==> src/rtl/hex_scan_display_n.sv <==
// ============================================================================
// Module      : hex_scan_display_n
// Description : Multiplexed common-anode seven-segment controller with
//               refresh prescaler, snapshot load, decimal points,
//               leading-zero blanking and PWM brightness.
//               Optional lamp test enabled by macro HEX_SCAN_LAMP_TEST_EN.
// Revision    : 1.0 - initial release
// ============================================================================
`default_nettype none

module hex_scan_display_n #(
  parameter int NUM_DIGITS = 4,
  parameter int CLK_HZ     = 100000000,
  parameter int SCAN_HZ    = 1000,
  parameter int BRIGHT_W   = 3
) (
  input  logic                          clk,
  input  logic                          reset,
  input  logic [4*NUM_DIGITS-1:0]       D,
  input  logic [NUM_DIGITS-1:0]         dp_in,
  input  logic                          load,
  input  logic                          blank_lz,
  input  logic [BRIGHT_W-1:0]           brightness,
`ifdef HEX_SCAN_LAMP_TEST_EN
  input  logic                          lamp_test,
`endif
  output logic [7:0]                    seg,
  output logic [NUM_DIGITS-1:0]         anodes,
  output logic [$clog2(NUM_DIGITS)-1:0] digit_idx
);

  localparam int c_div    = CLK_HZ / SCAN_HZ;
  localparam int c_cnt_w  = $clog2(c_div);
  localparam int c_idx_w  = $clog2(NUM_DIGITS);
  localparam int c_div_w  = $clog2(c_div + 1);
  localparam int c_prod_w = BRIGHT_W + 1 + c_div_w;

  logic [c_cnt_w-1:0]      r_presc;
  logic [c_idx_w-1:0]      r_idx;
  logic [4*NUM_DIGITS-1:0] r_shadow_d;
  logic [NUM_DIGITS-1:0]   r_shadow_dp;
  logic [7:0]              r_seg;
  logic [NUM_DIGITS-1:0]   r_anodes;

  logic                    w_tick;
  logic                    w_lamp;
  logic [3:0]              w_nibble [NUM_DIGITS];
  logic [NUM_DIGITS-1:0]   w_dp;
  logic [NUM_DIGITS-1:0]   w_zero_prefix;
  logic [BRIGHT_W:0]       w_bright_p1;
  logic [c_prod_w-1:0]     w_prod;
  logic [c_prod_w-1:0]     w_on_raw;
  logic [c_prod_w-1:0]     w_on_window;
  logic                    w_blank;
  logic                    w_lit;
  logic [7:0]              w_seg_next;
  logic [NUM_DIGITS-1:0]   w_anodes_next;

  function automatic logic [6:0] f_hex7(input logic [3:0] nib);
    logic [6:0] s;
    s = 7'b1111111;
    unique case (nib)
      4'h0: s = 7'b1000000;
      4'h1: s = 7'b1111001;
      4'h2: s = 7'b0100100;
      4'h3: s = 7'b0110000;
      4'h4: s = 7'b0011001;
      4'h5: s = 7'b0010010;
      4'h6: s = 7'b0000010;
      4'h7: s = 7'b1111000;
      4'h8: s = 7'b0000000;
      4'h9: s = 7'b0010000;
      4'hA: s = 7'b0001000;
      4'hB: s = 7'b0000011;
      4'hC: s = 7'b1000110;
      4'hD: s = 7'b0100001;
      4'hE: s = 7'b0000110;
      4'hF: s = 7'b0001110;
    endcase
    return s;
  endfunction

`ifdef HEX_SCAN_LAMP_TEST_EN
  assign w_lamp = lamp_test;
`else
  assign w_lamp = 1'b0;
`endif

  assign w_tick = (r_presc == c_cnt_w'(c_div - 1));

  // Re-order the shadow word into left-to-right digit order; the zero prefix
  // marks digits whose own nibble and every nibble to their left are zero.
  generate
    for (genvar k = 0; k < NUM_DIGITS; k++) begin : g_digit
      assign w_nibble[k] = r_shadow_d[4*(NUM_DIGITS-k)-1 -: 4];
      assign w_dp[k]     = r_shadow_dp[NUM_DIGITS-1-k];
      if (k == 0) begin : g_first
        assign w_zero_prefix[k] = (w_nibble[k] == 4'h0);
      end else begin : g_rest
        assign w_zero_prefix[k] = w_zero_prefix[k-1] & (w_nibble[k] == 4'h0);
      end
    end
  endgenerate

  assign w_bright_p1 = {1'b0, brightness} + {{BRIGHT_W{1'b0}}, 1'b1};
  assign w_prod      = c_prod_w'(w_bright_p1) * c_prod_w'(c_div);
  assign w_on_raw    = w_prod >> BRIGHT_W;
  assign w_on_window = (w_on_raw == '0) ? c_prod_w'(1) : w_on_raw;

  always_comb begin
    w_blank       = blank_lz & w_zero_prefix[r_idx]
                  & (r_idx != c_idx_w'(NUM_DIGITS - 1)) & ~w_lamp;
    w_lit         = (c_prod_w'(r_presc) < w_on_window) & ~w_blank;
    w_anodes_next = '1;
    for (int k = 0; k < NUM_DIGITS; k++) begin
      if (w_lit && (NUM_DIGITS - 1 - k == int'(r_idx))) begin
        w_anodes_next[k] = 1'b0;
      end
    end
    if (w_lamp) begin
      w_seg_next = 8'h00;
    end else if (w_blank) begin
      w_seg_next = 8'hFF;
    end else begin
      w_seg_next = {~w_dp[r_idx], f_hex7(w_nibble[r_idx])};
    end
  end

  always_ff @(posedge clk or posedge reset) begin
    if (reset) begin
      r_presc     <= '0;
      r_idx       <= '0;
      r_shadow_d  <= '0;
      r_shadow_dp <= '0;
      r_seg       <= 8'hFF;
      r_anodes    <= '1;
    end else begin
      r_presc <= w_tick ? '0 : r_presc + c_cnt_w'(1);
      if (w_tick) begin
        r_idx <= (r_idx == c_idx_w'(NUM_DIGITS - 1)) ? '0 : r_idx + c_idx_w'(1);
      end
      if (load) begin
        r_shadow_d  <= D;
        r_shadow_dp <= dp_in;
      end
      r_seg    <= w_seg_next;
      r_anodes <= w_anodes_next;
    end
  end

  assign seg       = r_seg;
  assign anodes    = r_anodes;
  assign digit_idx = r_idx;

endmodule

`default_nettype wire

==> config.mk <==
export PLATFORM = sky130hd
export DESIGN_NAME = hex_scan_display_n
export DESIGN_NICKNAME = d
export VERILOG_FILES = /design/src/rtl/hex_scan_display_n.sv
export SDC_FILE = /design/constraint.sdc
export NUM_CORES = 1
export LEC_CHECK = 0
export ABC_AREA = 1
export CAP_MARGIN = 20
export CORE_ASPECT_RATIO = 0.5
export CORE_UTILIZATION = 30
export CTS_CLUSTER_SIZE = 24
export DETAILED_ROUTE_END_ITERATION = 8
export REMOVE_ABC_BUFFERS = 1
export SYNTH_ARGS = -nofsm -noshare
export SYNTH_HDL_FRONTEND = slang
export SYNTH_SLANG_ARGS = --single-unit
==> constraint.sdc <==
create_clock -name clk -period 2.9 [get_ports clk]
set_clock_uncertainty 0.15 [all_clocks]
set_input_delay 0.29 -clock clk [delete_from_list [all_inputs] [get_ports clk]]
set_output_delay 0.29 -clock clk [all_outputs]
set_load 0.02 [all_outputs]
Word-level counts from Yosys, hierarchy flattened. Memory sizes are Yosys's and may differ from the RTL's. Index checks and enable logic that the tools add are counted. Widths: inputs -> output; s select.

Reduce and logical (&&, ||, !) cells: 10. Multiplexer cells: 15. Bitwise gates (word level): 9. Magnitude comparators: 3. Add/sub/neg operators: 3. Equality and inequality tests: 6. $mul: 1.

Operators with widths (number): $logic_not 21->1 (1); $lt 17x18->1 (1); $mux 18 (1); $add 17x1->17 const B (1); $eq 17x17->1 const B (1); $mux 17 (1); $logic_not 4->1 (4); $mul 4x12->16 const B (1); $bmux 4 s2 (1); $mux 4 (2); $mux 8 (1); $and 1x1->1 (6); $mux 1 (6); $add 3x1->4 const B (1); $bmux 1 s2 (2); $eq 2x2->1 const A (2); $logic_and 1x1->1 (4); $ge 3x3->1 const B (1); $lt 2x3->1 const B (1); $not 2->3 (1); $add 2x1->2 const B (1); $eq 1x2->1 const A (1); $eq 2x2->1 const B (1); $logic_not 2->1 (1); 3 further kinds (4).

Register bits: 51. Output and inout bits: 14. Memories: 1. Bits in read-only memories: 112. Bits of input ports: 27.

Memory list: (name not given) (words 16, width 7, read ports 1, clocked after memory_dff 0, wr ports 0, line 62) `unique case (nib)`.

Logic depth before layout (Yosys ltp).
Depth in word-level cells: 12. Depth in mapped cells: 21. Gate-level depth less buffers: 21.

Least setup slack after synthesis. OpenSTA, ideal clock, no wires.

Kind: in2reg. Start: in brightness[0]. End: reg r_anodes[0] (netlist: anodes[0]). Cell stages on the path: 19. Path slack: -551 ps. Data arrival time: 3216 ps. Setup time: 85 ps. Path through: ha_1 xnor2_1 inv_1 ha_1 ha_1 ha_1 nand3_1 nand3_1 nand2_1 nand2_1 nand2_1 nand2_1 ha_1 a21oi_1 nor2_1 a211oi_1 nor2_1 nor2_2 nand3_1.

Longest elaborated chain between the ends: 8.

RTL lines: start, declared (line 23) `input logic [BRIGHT_W-1:0] brightness,`; $add 3x1->4 * (line 105) `assign w_bright_p1 = {1'b0, brightness} + {{BRIGHT_W{1'b0}}, 1'b1};`; $mul 4x12->16 * (line 106) `assign w_prod = c_prod_w'(w_bright_p1) * c_prod_w'(c_div);`; $logic_not 21->1 (line 108) `assign w_on_window = (w_on_raw == '0) ? c_prod_w'(1) : w_on_raw;`; $mux 18 * (line 108); $lt 17x18->1 * (line 113) `w_lit = (c_prod_w'(r_presc) < w_on_window) & ~w_blank;`; $and 1x1->1 * (line 113); $logic_and 1x1->1 * (line 116) `if (w_lit && (NUM_DIGITS - 1 - k == int'(r_idx))) begin`; $mux 1 * (line 116); via w_anodes_next[0] (line 57) `logic [NUM_DIGITS-1:0] w_anodes_next;`; end signal, assigned (line 147) `r_anodes <= w_anodes_next;`; end, declared (line 43) `logic [NUM_DIGITS-1:0] r_anodes;`.

Mark *: on every way through the listed nets, which the timed path passes. The rest lies on a longest branch. A chain may end at the register's enable or synchronous reset.

Worst setup path in the final report.
Start: in brightness[1]. End: reg r_anodes[0] (netlist: anodes[0]).

The elaborated chain is that of the path after synthesis.

==> metrics.md <==
| Metric | Value |
|---|---|
| Status | finished, violations left |
| Failing checks | negative setup slack |
| Top Family by Delay on Critical Path | adder cells |
| Total wire length | 8838 um |
| Antenna cell count | 0 |
| First-pass GRT wire length | 14,720 um |
| Worst-path cell chain | buf_8 > ha_4 > xnor2_4 > inv_2 > ha_4 > ha_4 > ha_4 > a21oi_4 > o21ai_1 > nand2_1 > nand2_1 > nand2_1 > nand2_2 > inv_2 > ha_4 > a21boi_4 > nand3_2 > nor3_2 > nand2_2 > nand3_2 |
| Worst r2r path cells | 8 |
| Crit path max-delay cell type | ha_4 |
| CP Launch Type | primary input |
| Tot Pwr | 2.086 mW |
| Asr flop ratio synth | 100.0% |
| Simple-gate share of the synthesized area | 26.81% |
| Final Core Density | 43.52% |
| Yosys warnings | 0 |
| Library cells used by synthesis | 39 |
| TritonCTS clock tree | yes |
| Cells after DPL | 717 |
| Initial antenna violation count | 0 |
| Pin count of the biggest net entering global routing | 33 |
| Mux cell area share after synthesis | 0.6116% |
| Max-slew headroom | 58.96% |
| Worst Hold Class | in -> async |
| Top Ports | 41 |
| Min cycle time layout | 3.001 ns |
| Main combinational cell family by area after synthesis | simple AND/OR/NAND/NOR gates |
| Setup TNS | -0.3711 ns |
| Syn_area_per_cell | 7.736 um2 |
| Vias after detailed routing | 3,263 |
| Reg2reg end | anodes[2]$_DFF_PP1_ |
| Initial Util | 31.01% |
| Crit end category | flip-flop |
| Adder-Cell Fraction of Synth Area | 15.83% |
| DRT iter0 DRCs | 130 |
| Number of global-route vias before repair | 3,212 |
| Peak supply drop | 204.5 uV |
| Clk sinks | 51 |
| Leak | 2.442 nW |
| Max_cap viols | 0 |
| Core Region | 11,880 um2 |
| Dpl hpwl | 6840 um |
| Final Hold Vio Count | 0 |
| Synth Cell Area | 3682 um2 |
| Root Buffer | clkbuf_16 |
| Die height | 80.34 um |
| Drt pass-1 iters | 4 |
| Yosys reg bits | 51 |
| Buffers on Ports | 40 |
| Post-CTS Hold Buffers | 0 |
| P&R area growth vs syn | 40.37% |
| Cell repeated most along the worst path | ha_4 |
| Top_reg_cell synth | dfrtp_1 |
| FF-to-FF Start | digit_idx[0]$_DFFE_PP0N_ |
| Pre-CTS setup slack | -1.132 ns |
| Worst path arrival time | 3.08 ns |
| RSZ-0062 raised after global routing | true |
| Final worst slack | -0.1011 ns |
| Final setup fails | 4 |
| Delay of the slowest critical-path stage | 0.31 ns |
| Placer Congestion | 0.8494 |
| Slew Limit Fails | 0 |
| Worst path required time | 2.98 ns |
| Row cnt | 28 |
| Final Cycle Share | 103.5% |
| P per Cell Area | 403.5 nW/um2 |
| Largest buffer count on any clock path | 2 |
| Die outline width | 158.7 um |
| GRT Overall Usage | 14.65% |
| Synth Area in Compound Gates | 10.67% |
| Clock latency on the worst-skew pair | 0.29 ns |
| XOR/XNOR share of the synthesized area | 1.665% |
| Critical path fanouts, max | 5 |
| Post-synth EDFFs | 0 |
| Post-route ant nets | 0 |
| CP Buf/Inv Count | 3 |
| Register area share after synthesis | 35.07% |
| Final #Nets | 636 |
| CTS H-tree lvls | 2 |
| Die ar. | 12,750 um2 |
| Layout cell share with drive strength beyond 1 | 26.95% |
| Final Non-Filler Cells | 729 |
| WL per Instance | 12.12 um |
| Post-route DRC | 0 |
| Cells after Synth | 476 |
| Total CTS buffers | 5 |
| Max Freq | 0.3332 GHz |
| Vias per inst | 4.476 |
| Clock transition at path regs | 0.07 ns |
| Worst Path Class, Setup | in -> reg |
| Critical Path Source | brightness[1] |
| Worst-Margin Slew | 0.6156 ns |
| Total grt overflow | 0 |
| FF-to-FF setup slack | 0.56 ns |
## cell usage in the layout, fill, tap and decap left out, types with 13 or more instances in the layout
| master | count |
|---|---|
| a21oi_1 | 19 |
| nand2_1 | 98 |
| clkdlybuf4s50_1 | 37 |
| inv_1 | 70 |
| dfrtp_1 | 39 |
| ha_1 | 29 |
| o21ai_0 | 35 |
| inv_2 | 13 |
| ha_4 | 16 |
| nor2_1 | 26 |
| buf_4 | 42 |
| nand3_1 | 19 |
## logic make-up (layout without fill, tap and decap cells)
logic type | Yosys count | after routing
buffers and inverters | 91 | 179
AOI/OAI and AO/OA | 70 | 70
and+or+nand+nor | 209 | 209
xor gates and xnor gates | 7 | 7
adders and majority gates | 46 | 46
DFF | 51 | 51
muxes | 2 | 2
## stage by stage
step                      cell area, um2  hold WS, ns
after detailed placement            4579       0.3559
after global placement              4579       0.3356
final                               5169       0.2157
after CTS                           5031       0.2383
after global routing                5169       0.2919
after floorplan                     3657       0.2473
## registers in the layout, indices dropped and copies added (netlist names)
signal       count
r_presc         17
anodes           4
seg              8
digit_idx        2
r_shadow_d      16
r_shadow_dp      4
## what timing repair did
item / CTS / global route
gates cloned: 0 / 0
endpoints found under the setup margin: 4 / 4
hold endpoints to repair: 0 / 0
buffers inserted: 3 / 1
gates resized for setup: 65 / 28
pin swaps: 21 / 19
## worst reg2reg max path: cells and delay by family (launching register included)
| kind | cells | cell delay, ns |
|---|---|---|
| buf+inv | 1 | 0.21 |
| flops | 1 | 0.74 |
| compound gates | 2 | 0.35 |
| simple gates | 5 | 0.82 |
## routing by layer
metal  vias to the layer above  wire length, um  share of wire, %  global-route usage (%)
met4                         0               78              0.88                   3.173
met5                         -                0                 0                       0
met1                      1488             4322                49                   19.03
met2                        39             4248                48                   26.10
li1                       1728                -                 -                       -
met3                         8              188               2.1                   1.673
## power by group
part / switching (mW) / internal (mW) / total, mW
combinational: 0.374 / 0.358 / 0.732
sequential: 0.0172 / 0.769 / 0.786
clock: 0.249 / 0.319 / 0.568
## cells in the mapped netlist, types with 3 or more instances
master      n  share of area (%)
a21oi_1    21                2.9
clkbuf_1    4               0.41
dfrtp_1    39                 27
dfstp_2    12                8.6
ha_1       45                 15
inv_1      79                8.1
inv_2       6               0.61
nand2_1   108                 11
nand2_2     3               0.51
nand3_1    28                3.8
nand4_1    12                2.0
nor2_1     30                3.1
nor2_2      3               0.51
nor3_1      8                1.1
nor3_2      3               0.82
nor4_1      3               0.51
o21ai_0    36                4.9
xor2_1      6                1.4
## cell type report
| cell class | count | area (um2) |
|---|---|---|
| repair buffers | 86 | 768.2 |
| flip-flops and latches | 51 | 1291 |
| inverters | 85 | 324.1 |
| multi-input cells | 334 | 2437 |
| well taps | 165 | 206.4 |
| clock inverters | 2 | 12.51 |
| fillers | 1179 | 6708 |
| clock buffers | 6 | 128.9 |
## worst max path at each step
stage | slack [ns] | depth (start not counted) | endpoint
finish | -0.10 | 20 | anodes[0]$_DFF_PP1_
floorplan | -0.55 | 19 | anodes[0]$_DFF_PP1_
global route | -0.25 | 20 | anodes[0]$_DFF_PP1_
detailed placement | -1.13 | 20 | anodes[2]$_DFF_PP1_
global placement | -1.03 | 20 | anodes[0]$_DFF_PP1_
CTS | -0.1 | 20 | anodes[2]$_DFF_PP1_
Note: power is estimated with default switching activity, not from simulation.
